==> config.mk <==
export PLATFORM = sky130hd
export DESIGN_NAME = radio_tx_sched
export DESIGN_NICKNAME = d
export VERILOG_FILES = /design/src/rtl/radio_tx_pkg.sv /design/src/rtl/radio_tx_beat_cnt.sv /design/src/rtl/radio_tx_sched.sv
export SDC_FILE = /design/constraint.sdc
export NUM_CORES = 1
export LEC_CHECK = 0
export ABC_AREA = 1
export BUFFER_PORTS_ARGS = -buffer_cell sky130_fd_sc_hd__clkbuf_2
export CAP_MARGIN = 10
export CELL_PAD_IN_SITES_DETAIL_PLACEMENT = 2
export CELL_PAD_IN_SITES_GLOBAL_PLACEMENT = 2
export CORE_ASPECT_RATIO = 1.1
export CORE_UTILIZATION = 33
export CTS_CLUSTER_DIAMETER = 100
export DETAILED_ROUTE_END_ITERATION = 8
export PLACE_DENSITY = 0.9
export REMOVE_ABC_BUFFERS = 1
export SYNTH_ARGS = -nofsm -noshare
export SYNTH_HDL_FRONTEND = slang
export SYNTH_SLANG_ARGS = --single-unit
==> constraint.sdc <==
create_clock -name clk_250m -period 3.25 [get_ports clk_250m]
set_clock_uncertainty 0.15 [all_clocks]
set_input_delay 0.325 -clock clk_250m [delete_from_list [all_inputs] [get_ports clk_250m]]
set_output_delay 0.325 -clock clk_250m [all_outputs]
set_load 0.005 [all_outputs]
==> src/rtl/radio_tx_pkg.sv <==
// Shared types and default dimensions for the radio transmit scheduler.
package radio_tx_pkg;

  localparam int unsigned LANES_DEFAULT = 8;
  localparam int unsigned LEN_W_DEFAULT = 16;
  localparam int unsigned GAP_W_DEFAULT = 8;

  typedef enum logic [1:0] {
    IDLE = 2'd0,
    ARM  = 2'd1,
    RUN  = 2'd2,
    GAP  = 2'd3
  } txState_t;

  function automatic int unsigned maxW(input int unsigned a, input int unsigned b);
    return (a > b) ? a : b;
  endfunction

endpackage

==> src/rtl/radio_tx_beat_cnt.sv <==
// Loadable down-counter; term is registered and high while count == 1.
module radio_tx_beat_cnt #(
  parameter int unsigned W = 16
) (
  input  logic         clk_250m,
  input  logic         reset,
  input  logic         load,
  input  logic [W-1:0] loadVal,
  input  logic         dec,
  output logic [W-1:0] count,
  output logic         term
);

  always_ff @(posedge clk_250m) begin
    if (!reset) begin
      count <= '0;
      term  <= 1'b0;
    end else if (load) begin
      count <= loadVal;
      term  <= (loadVal == W'(1));
    end else if (dec) begin
      count <= count - W'(1);
      term  <= (count == W'(2));
    end
  end

endmodule

==> src/rtl/radio_tx_sched.sv <==
// Burst scheduler: gathers masked I/Q lanes into fixed-length bursts with
// optional inter-burst gaps and continuous re-arming.
module radio_tx_sched
  import radio_tx_pkg::*;
#(
  parameter int unsigned LANES = LANES_DEFAULT,
  parameter int unsigned LEN_W = LEN_W_DEFAULT,
  parameter int unsigned GAP_W = GAP_W_DEFAULT
) (
  input  logic             clk_250m,
  input  logic             reset,
  input  logic             cfg_enable,
  input  logic             cfg_start,
  input  logic             cfg_cont,
  input  logic [LANES-1:0] cfg_lane_mask,
  input  logic [LEN_W-1:0] cfg_burst_len,
  input  logic [GAP_W-1:0] cfg_gap,
  input  logic [LANES-1:0] lane_valid,
  input  logic             dac_ready,
  input  logic             err_clr,
  output logic [LANES-1:0] lane_tready,
  output logic             tx_valid,
  output logic             tx_first,
  output logic             tx_last,
  output logic             busy,
  output logic             burst_done,
  output logic [15:0]      burst_count,
  output logic             underrun,
  output logic             cfg_err
);

  localparam int unsigned CNT_W = maxW(LEN_W, GAP_W);

  txState_t         state;
  txState_t         afterBurst;
  logic [LANES-1:0] maskLat;
  logic [LEN_W-1:0] lenLat;
  logic [GAP_W-1:0] gapLat;
  logic             contLat;

  logic             allValid;
  logic             fire;
  logic             lastBeat;
  logic             startOk;
  logic             startBad;
  logic             cntLoad;
  logic             cntDec;
  logic             cntTerm;
  logic [CNT_W-1:0] cntLoadVal;
  logic [CNT_W-1:0] cntVal;

  // The ARM cycle that finds every lane ready is itself beat 0 of the burst.
  always_comb begin
    allValid = &(lane_valid | ~maskLat);
    fire     = dac_ready && allValid &&
               ((state == RUN) || ((state == ARM) && cfg_enable));
    lastBeat = fire && cntTerm;
    startOk  = (state == IDLE) && cfg_start && cfg_enable &&
               (cfg_lane_mask != '0) && (cfg_burst_len != '0);
    startBad = (state == IDLE) && cfg_start &&
               ((cfg_lane_mask == '0) || (cfg_burst_len == '0));

    afterBurst = IDLE;
    if (gapLat != '0)              afterBurst = GAP;
    else if (contLat && cfg_enable) afterBurst = ARM;

    // One counter walks the beats, then the gap, then is reloaded for the next burst.
    cntLoad    = 1'b0;
    cntDec     = 1'b0;
    cntLoadVal = CNT_W'(lenLat);
    if (startOk) begin
      cntLoad    = 1'b1;
      cntLoadVal = CNT_W'(cfg_burst_len);
    end else if (lastBeat) begin
      cntLoad    = 1'b1;
      cntLoadVal = (gapLat != '0) ? CNT_W'(gapLat) : CNT_W'(lenLat);
    end else if ((state == GAP) && cntTerm) begin
      cntLoad    = 1'b1;
    end else begin
      cntDec     = fire || (state == GAP);
    end
  end

  radio_tx_beat_cnt #(.W(CNT_W)) uBeatCnt (
    .clk_250m (clk_250m),
    .reset    (reset),
    .load     (cntLoad),
    .loadVal  (cntLoadVal),
    .dec      (cntDec),
    .count    (cntVal),
    .term     (cntTerm)
  );

  assign lane_tready = fire ? maskLat : '0;
  assign tx_valid    = fire;
  assign tx_first    = fire && (cntVal == CNT_W'(lenLat));
  assign tx_last     = lastBeat;
  assign busy        = (state != IDLE);

  always_ff @(posedge clk_250m) begin
    if (!reset) begin
      state       <= IDLE;
      maskLat     <= '0;
      lenLat      <= '0;
      gapLat      <= '0;
      contLat     <= 1'b0;
      burst_done  <= 1'b0;
      burst_count <= '0;
      underrun    <= 1'b0;
      cfg_err     <= 1'b0;
    end else begin
      burst_done <= lastBeat;
      if (lastBeat) burst_count <= burst_count + 16'd1;

      // Sticky flags: a new event beats a concurrent clear.
      if ((state == RUN) && dac_ready && !allValid) underrun <= 1'b1;
      else if (err_clr)                              underrun <= 1'b0;
      if (startBad)     cfg_err <= 1'b1;
      else if (err_clr) cfg_err <= 1'b0;

      case (state)
        IDLE: if (startOk) begin
          state   <= ARM;
          maskLat <= cfg_lane_mask;
          lenLat  <= cfg_burst_len;
          gapLat  <= cfg_gap;
          contLat <= cfg_cont;
        end
        ARM: begin
          if (!cfg_enable)   state <= IDLE;
          else if (lastBeat) state <= afterBurst;
          else if (fire)     state <= RUN;
        end
        RUN: if (lastBeat) state <= afterBurst;
        GAP: begin
          if (!cfg_enable)  state <= IDLE;
          else if (cntTerm) state <= contLat ? ARM : IDLE;
        end
        default: state <= IDLE;
      endcase
    end
  end

endmodule

# After elaboration in Yosys (flattened, before gate mapping)
# Index checks and enable logic that the tools add are counted.
dict set report op_classes {
  n_reduce_logical 31
  mux 28
  eq_ne 10
  n_addsub 2
  bitwise_logic 2
}
# op n
set ops {}
lappend ops {{$mux 16} 5}
lappend ops {{$add 16x1->16 const B} 1}
lappend ops {{$eq 16x1->1 const B} 1}
lappend ops {{$eq 16x16->1} 1}
lappend ops {{$eq 16x2->1 const B} 1}
lappend ops {{$logic_not 16->1} 1}
lappend ops {{$mux 2} 8}
lappend ops {{$reduce_bool 16->1} 1}
lappend ops {{$reduce_bool 8->1} 2}
lappend ops {{$sub 16x1->16 const B} 1}
lappend ops {{$logic_and 1x1->1} 14}
lappend ops {{$mux 1} 13}
lappend ops {{$logic_not 8->1} 1}
lappend ops {{$mux 8} 1}
lappend ops {{$not 8->8} 1}
lappend ops {{$or 8x8->8} 1}
lappend ops {{$pmux 2 s4} 1}
lappend ops {{$reduce_and 8->1} 1}
lappend ops {{$reduce_bool 2->1} 4}
lappend ops {{$eq 2x2->1 const B} 2}
lappend ops {{$ne 2x2->1 const B} 2}
lappend ops {{$ne 4x4->1 const B} 1}
lappend ops {{$reduce_and 4->1} 1}
lappend ops {{$logic_or 1x1->1} 3}
lappend ops {{other kinds (5)} 5}
dict set report word_totals {
  out_inout_bits 31
  regBits 71
  word_cells 84
  inputBits 47
}

# Logic depth before layout (Yosys ltp)
dict set report logic_depth {
  depth_word 11
  ltp_mapped 15
  depth_no_buf 15
}

# Modules after synthesis
# A second synthesis with hierarchy kept.
dict set report unflattened {
  cells_unflattened 650
  area_unflattened_um2 4149.0
}
# module area_each_um2 cells_each n_inst seq_area_each_um2
set modules_own_cells {}
lappend modules_own_cells {radio_tx_sched 2902.8 449 1 1081.0}
lappend modules_own_cells {radio_tx_beat_cnt 1246.2 201 1 340.3}

# Worst setup path before layout
# No wires, ideal clock.
dict set report synth_timing {
  kind {flip-flop to flip-flop}
  from {register uBeatCnt.count[0]}
  to {register uBeatCnt.count[14]}
  required_ps 2990
  period_less_slack_ps 1978
  path_stages_with_launch 14
  path_slack_ps 1272
  t_arrival_ps 1719
  path_cell_list {dfxtp_1 > inv_1 > ha_1 > nand2_1 > nor2_1 > nand2_1 > nor2_1 > nand2_1 > nor4_1 > a21oi_1 > o21ai_0 > o211ai_2 > nand2_1 > inv_1}
}
dict set report synth_between {
  elab_chain_cells 3
}
# item line
set synth_lines {}
lappend synth_lines {{start, declared} radio_tx_beat_cnt.sv:10} ;# output logic [W-1:0] count,
lappend synth_lines {{start signal, assigned} radio_tx_beat_cnt.sv:19} ;# count <= loadVal;
lappend synth_lines {{start signal, assigned} radio_tx_beat_cnt.sv:22} ;# count <= count - W'(1);
lappend synth_lines {{$sub 16x1->16} radio_tx_beat_cnt.sv:22}
lappend synth_lines {{$mux 16} radio_tx_beat_cnt.sv:21} ;# end else if (dec) begin
lappend synth_lines {{$mux 16} radio_tx_beat_cnt.sv:18} ;# end else if (load) begin
# Every way passes these cells. The select of a mux whose other input is x is not followed.
# A chain may end at the register's enable or synchronous reset.

# Worst setup path in the final report
dict set report layout_timing {
  from {register state[0]}
  to {register uBeatCnt.term}
}
dict set report layout_between {
  elab_chain_cells 9
  elab_cells_between_ends 25
  classes_between {eq/ne (4); mux (9); reduce/logical (12)}
}
# item line
set layout_lines {}
lappend layout_lines {{start, declared} radio_tx_sched.sv:34} ;# txState_t state;
lappend layout_lines {{start signal, assigned} radio_tx_sched.sv:131} ;# else if (lastBeat) state <= afterBurst;
lappend layout_lines {{start signal, assigned} radio_tx_sched.sv:134} ;# RUN: if (lastBeat) state <= afterBurst;
lappend layout_lines {{start signal, assigned} radio_tx_sched.sv:137} ;# else if (cntTerm) state <= contLat ? ARM : IDLE;
lappend layout_lines {{$eq 2x1->1} radio_tx_sched.sv:56} ;# ((state == RUN) || ((state == ARM) && cfg_enable));
lappend layout_lines {{$logic_and 1x1->1} radio_tx_sched.sv:56}
lappend layout_lines {{$logic_or 1x1->1} radio_tx_sched.sv:56}
lappend layout_lines {{$logic_and 1x1->1} radio_tx_sched.sv:55} ;# fire = dac_ready && allValid &&
lappend layout_lines {{$logic_and 1x1->1 or $logic_or 1x1->1 (tied branches)} {radio_tx_sched.sv:57, radio_tx_sched.sv:80}}
lappend layout_lines {{$mux 16 or $mux 1 (tied branches)} {radio_tx_sched.sv:74, radio_tx_sched.sv:77}}
lappend layout_lines {{$mux 16 or $mux 1 (tied branches)} {radio_tx_sched.sv:71, radio_tx_sched.sv:74}}
lappend layout_lines {{$eq 16x1->1 or $mux 1 (tied branches)} {radio_tx_beat_cnt.sv:20, radio_tx_sched.sv:71}}
lappend layout_lines {{$mux 1 or $reduce_bool 2->1 (tied branches)} --}
lappend layout_lines {{end signal, assigned} radio_tx_beat_cnt.sv:20} ;# term <= (loadVal == W'(1));
lappend layout_lines {{end signal, assigned} radio_tx_beat_cnt.sv:23} ;# term <= (count == W'(2));
lappend layout_lines {{end, declared} radio_tx_beat_cnt.sv:11} ;# output logic term
# Several ways; a longest one is shown, not always the timed one.

==> run_summary.xml <==
<?xml version="1.0" encoding="UTF-8"?>
<metrics>
  <group name="yosys">
    <metric name="post_synth_instance_area" unit="sq mm">0.00418</metric>
    <metric name="synth-edff-count" unit="">0</metric>
    <metric name="syn_avg_cell_area" unit="sq um">6.74</metric>
    <metric name="synthDominantCellAreaShare" unit="%">34.0</metric>
    <metric name="syn_inst" unit="">620</metric>
    <metric name="async_set_or_reset_register_ratio_after_synthesis" unit="%">0</metric>
    <metric name="synth_largest_area_cell" unit="">sky130_fd_sc_hd__dfxtp_1</metric>
    <metric name="synth_area_leaders" unit="">sky130_fd_sc_hd__dfxtp_1 (34%), sky130_fd_sc_hd__nand2_1 (13%), sky130_fd_sc_hd__a21oi_1 (7.1%)</metric>
    <metric name="yosysWarningCount" unit="">0</metric>
    <metric name="synth-seq-area-share" unit="%">34.0</metric>
    <metric name="synth.ff_latch_count" unit="">71</metric>
    <metric name="yosys.cell_types.count" unit="">47</metric>
    <metric name="yosys_most_used_dff" unit="">sky130_fd_sc_hd__dfxtp_1</metric>
  </group>
  <group name="clocking">
    <metric name="cts_made_buffers" unit="">9</metric>
    <metric name="postCtsSetupRepairBufs" unit="">0</metric>
    <metric name="cts.repair.resized" unit="">0</metric>
    <metric name="clk_latency" unit="ns">0.35</metric>
    <metric name="cts.sink_count" unit="">71</metric>
    <metric name="ctsLongestPathBuffers" unit="">2</metric>
    <metric name="root_buffer" unit="">sky130_fd_sc_hd__clkbuf_16</metric>
    <metric name="clk_pin_slew" unit="ns">0.06</metric>
    <metric name="cts_htree_levels" unit="">3</metric>
    <metric name="cts_tree" unit="">built</metric>
    <metric name="hold_buffers" unit="">0</metric>
  </group>
  <group name="pwr">
    <metric name="power_frac_comb" unit="%">42.8</metric>
    <metric name="leakage" unit="uW">0.00219</metric>
    <metric name="switching_part_of_the_total" unit="%">45.0</metric>
    <metric name="max-vdd-ir-drop" unit="mV">0.332</metric>
    <metric name="internal_cell_power" unit="uW">2070</metric>
    <metric name="p_clk_share" unit="%">24.6</metric>
    <metric name="p_per_area" unit="mW/mm^2">766</metric>
    <metric name="p_seq_share" unit="%">32.5</metric>
    <metric name="post-layout-total-power" unit="uW">3760</metric>
    <metric name="power.switching" unit="uW">1690</metric>
  </group>
  <group name="worst_setup_path">
    <metric name="worstReg2RegStart" unit="">state[0]$_SDFFE_PN0P_</metric>
    <metric name="longest_individual_stage_delay_on_the_worst_path" unit="ns">0.46</metric>
    <metric name="cp_bufs_invs" unit="">1</metric>
    <metric name="worst_setup_path_end" unit="">uBeatCnt.term$_SDFFE_PN0P_</metric>
    <metric name="worst-r2r-setup-slack" unit="ns">0.62</metric>
    <metric name="worstSetupPathType" unit="">reg -&gt; reg</metric>
    <metric name="data_required_time_at_the_worst_endpoint" unit="ns">3.39</metric>
    <metric name="cp_cell_sequence" unit="">nor2_2 -&gt; nand3_1 -&gt; nor2_4 -&gt; nand2_4 -&gt; inv_2 -&gt; o21ai_0 -&gt; nand2_1 -&gt; nand3_1 -&gt; nor2_1 -&gt; nand2_1 -&gt; a21oi_2</metric>
    <metric name="crit-reg2reg-capture" unit="">uBeatCnt.term$_SDFFE_PN0P_</metric>
    <metric name="reg2regPathDepth" unit="">11</metric>
    <metric name="cpMaxStageDelayCell" unit="">sky130_fd_sc_hd__inv_2</metric>
    <metric name="arrival" unit="ns">2.77</metric>
    <metric name="timing.critical_path.from_type" unit="">flop</metric>
    <metric name="cpLargestDelayFamily" unit="">simple AND/OR/NAND/NOR gates</metric>
    <metric name="critPathCaptureType" unit="">flop</metric>
    <metric name="crit_path_max_fo" unit="">26</metric>
    <metric name="worst_setup_path_start" unit="">state[0]$_SDFFE_PN0P_</metric>
    <metric name="worstSetupPathDepth" unit="">11</metric>
  </group>
  <group name="sta">
    <metric name="unrepaired_setup_endpoints_after_global_routing" unit="">no</metric>
    <metric name="max_slew_violation_count" unit="">0</metric>
    <metric name="hold_violations" unit="">0</metric>
    <metric name="number_of_setup_violations_in_the_final_report" unit="">0</metric>
    <metric name="fin_tns_setup" unit="ns">0</metric>
    <metric name="layout_worst_path_cycle_share" unit="%">81.0</metric>
    <metric name="tightest_slew" unit="ns">0.527</metric>
    <metric name="fmaxAchievable" unit="MHz">380</metric>
    <metric name="slew_headroom" unit="%">64.8</metric>
    <metric name="fin_crit" unit="ns">2.63</metric>
  </group>
  <group name="route">
    <metric name="routed_wirelength" unit="um">15700</metric>
    <metric name="drt-pass1-iter-count" unit="">4</metric>
    <metric name="detail_route.wl_per_cell" unit="um">18.5</metric>
    <metric name="avgViaCountPerCell" unit="">5.23</metric>
    <metric name="number_of_remaining_drc_errors" unit="">0</metric>
    <metric name="antenna_nets_post_route" unit="">0</metric>
    <metric name="vias_post_dr" unit="">4440</metric>
    <metric name="dr.first_iter.drc_count" unit="">186</metric>
  </group>
  <group name="layout">
    <metric name="fill_cell_instance_count_of_the_final_layout" unit="">1494</metric>
    <metric name="fin_util" unit="%">40.3</metric>
    <metric name="seq_area" unit="sq mm">0.00142</metric>
    <metric name="antennaDiodeCount" unit="">0</metric>
    <metric name="area_growth" unit="%">17.4</metric>
    <metric name="multi_input_area" unit="sq mm">0.00232</metric>
    <metric name="final_nets" unit="">740</metric>
    <metric name="layout.cell_area.non_filler" unit="sq mm">0.00491</metric>
    <metric name="drive_gt1_share" unit="%">20.0</metric>
  </group>
  <group name="floorplanning">
    <metric name="std_cell_rows" unit="">42</metric>
    <metric name="io-pin-count" unit="">78</metric>
    <metric name="chipWidth" unit="um">109</metric>
    <metric name="die_y" unit="um">120</metric>
    <metric name="core-area" unit="sq mm">0.0122</metric>
    <metric name="die_area" unit="sq mm">0.0131</metric>
    <metric name="initial_standard_cell_utilization_of_the_core" unit="%">34.3</metric>
  </group>
  <group name="grt">
    <metric name="grt_start_max_net_pins" unit="">37</metric>
    <metric name="grt_overflow_total" unit="">0</metric>
    <metric name="first_global_vias" unit="">4885</metric>
    <metric name="wire_length_of_the_first_global_routing_pass" unit="um">25000</metric>
    <metric name="grt_util_overall" unit="%">25.2</metric>
    <metric name="grt_antenna_before_repair" unit="">0</metric>
  </group>
  <group name="min_path">
    <metric name="timing.hold.worst_path_depth" unit="">3</metric>
    <metric name="launch_point_of_the_worst_hold_path" unit="">cfg_gap[5]</metric>
    <metric name="worst_hold_check_path_type" unit="">in -&gt; reg</metric>
  </group>
  <group name="placed_design">
    <metric name="hpwl" unit="um">11800</metric>
    <metric name="port_buffers" unit="">77</metric>
    <metric name="placedInstanceArea" unit="sq mm">0.00464</metric>
    <metric name="finalWeightedCongestion" unit="">0.880</metric>
  </group>
  <group name="run">
    <metric name="timing.max_cap.violations" unit="">0</metric>
  </group>
  <group name="status">
    <metric name="run_status" unit="">complete, no violations</metric>
  </group>
</metrics>
## Yosys cell counts, types with 2 or more instances
cell and n:
sky130_fd_sc_hd__inv_1 69, sky130_fd_sc_hd__nand2_2 8, sky130_fd_sc_hd__a211oi_1 2, sky130_fd_sc_hd__o21ai_1 6
sky130_fd_sc_hd__o22ai_1 3, sky130_fd_sc_hd__buf_6 7, sky130_fd_sc_hd__dfxtp_1 71, sky130_fd_sc_hd__clkbuf_1 12
sky130_fd_sc_hd__nor4_1 4, sky130_fd_sc_hd__o21ai_0 38, sky130_fd_sc_hd__xnor2_1 10, sky130_fd_sc_hd__xor2_1 10
sky130_fd_sc_hd__nand3_2 3, sky130_fd_sc_hd__nor3_1 11, sky130_fd_sc_hd__o211ai_1 2, sky130_fd_sc_hd__nor2_8 2
sky130_fd_sc_hd__nor2_1 70, sky130_fd_sc_hd__nor2_4 3, sky130_fd_sc_hd__a31oi_1 6, sky130_fd_sc_hd__buf_2 2
sky130_fd_sc_hd__ha_1 3, sky130_fd_sc_hd__nor2_2 8, sky130_fd_sc_hd__nand4_1 9, sky130_fd_sc_hd__inv_2 5
sky130_fd_sc_hd__nand3_1 30, sky130_fd_sc_hd__nand2_4 3, sky130_fd_sc_hd__a21oi_1 59, sky130_fd_sc_hd__nand2_1 145
## how the worst min path moves through the flow
stage	end	slack, ns
after floorplan	uBeatCnt.count[14]$_SDFFE_PN0P_	0.27
after CTS	gapLat[5]$_SDFFE_PN0P_	0.05
after global routing	gapLat[5]$_SDFFE_PN0P_	0.07
after detailed placement	cfg_err$_SDFFE_PN0P_	0.31
after global placement	cfg_err$_SDFFE_PN0P_	0.31
final	gapLat[5]$_SDFFE_PN0P_	0.06
## per-layer routing
layer  vias to the layer above  track usage [%]  routed length [um]
li1                       2146                -                   -
met1                      2174             27.9                6510
met2                        86             46.3                8190
met3                        34             2.93                 396
met4                         0             12.9                 573
met5                         -                0                   0
## per-stage QoR
stage          setup WS, ns  hold WS, ns  instances
2_1_floorplan          1.05        0.273        598
3_3_place_gp          0.545        0.309        833
3_5_place_dp          0.437        0.314        833
4_1_cts               0.589       0.0456        849
5_1_grt               0.423       0.0675        849
6_report              0.618       0.0588        849
## sequential cells by signal, indices dropped and copies added (netlist names)
signal / flops
burst_count: 16
gapLat: 8
burst_done: 1
cfg_err: 1
maskLat: 8
underrun: 1
uBeatCnt.count: 16
lenLat: 16
uBeatCnt.term: 1
state: 2
contLat: 1
## worst min-delay path: cells and delay by family
family | cells | cell delay (ns)
AND/OR/NAND/NOR | 1 | 0.05
AO/OA/AOI/OAI | 1 | 0.05
buffers and inverters | 1 | 0.08
## power by group through the flow
stage               logic [uW]  registers [uW]  clock network, uW
floorplan                 1100            1170                  0
detailed placement        1580            1240                  0
global placement          1470            1220                  0
finish                    1610            1220                926
CTS                       1610            1220                946
global route              1770            1240                968
## layout make-up
cell class	count	share of cell area (%)
multi-input combinational	451	47.4
tap	154	3.93
clock inverter	6	0.765
inverter	76	5.86
clock buffer	10	4.66
sequential	71	29.0
timing repair buffer	81	8.46
## cells in the final DEF, fill, tap and decap left out, drive strengths merged
cell type / instances
o211ai: 3
or2: 2
a221oi: 1
o21ai: 44
inv: 75
nand3: 34
clkbuf: 87
and3: 1
xnor2: 10
nor2: 83
ha: 3
o21a: 1
nor4: 4
a21oi: 60
nand3b: 1
a31oi: 6
nor3: 12
o21ba: 1
clkinvlp: 3
o2111ai: 1
dfxtp: 71
xor2: 10
nand4: 10
o311ai: 1
buf: 4
clkinv: 4
a211oi: 2
nand2: 156
o22ai: 3
o41ai: 1
nor3b: 1
## logic make-up (layout without fill, tap and decap cells)
family	count (synthesis)	in the layout	share of synthesized area, %
AO/OA/AOI/OAI	124	124	16.2
XOR/XNOR	20	20	4.19
AND/OR/NAND/NOR	304	304	34.4
adder cells (fa/ha/maj)	3	3	0.898
buffers and inverters	98	173	10.4
flip-flops	71	71	34.0
Power figures use the tool's default switching activity.
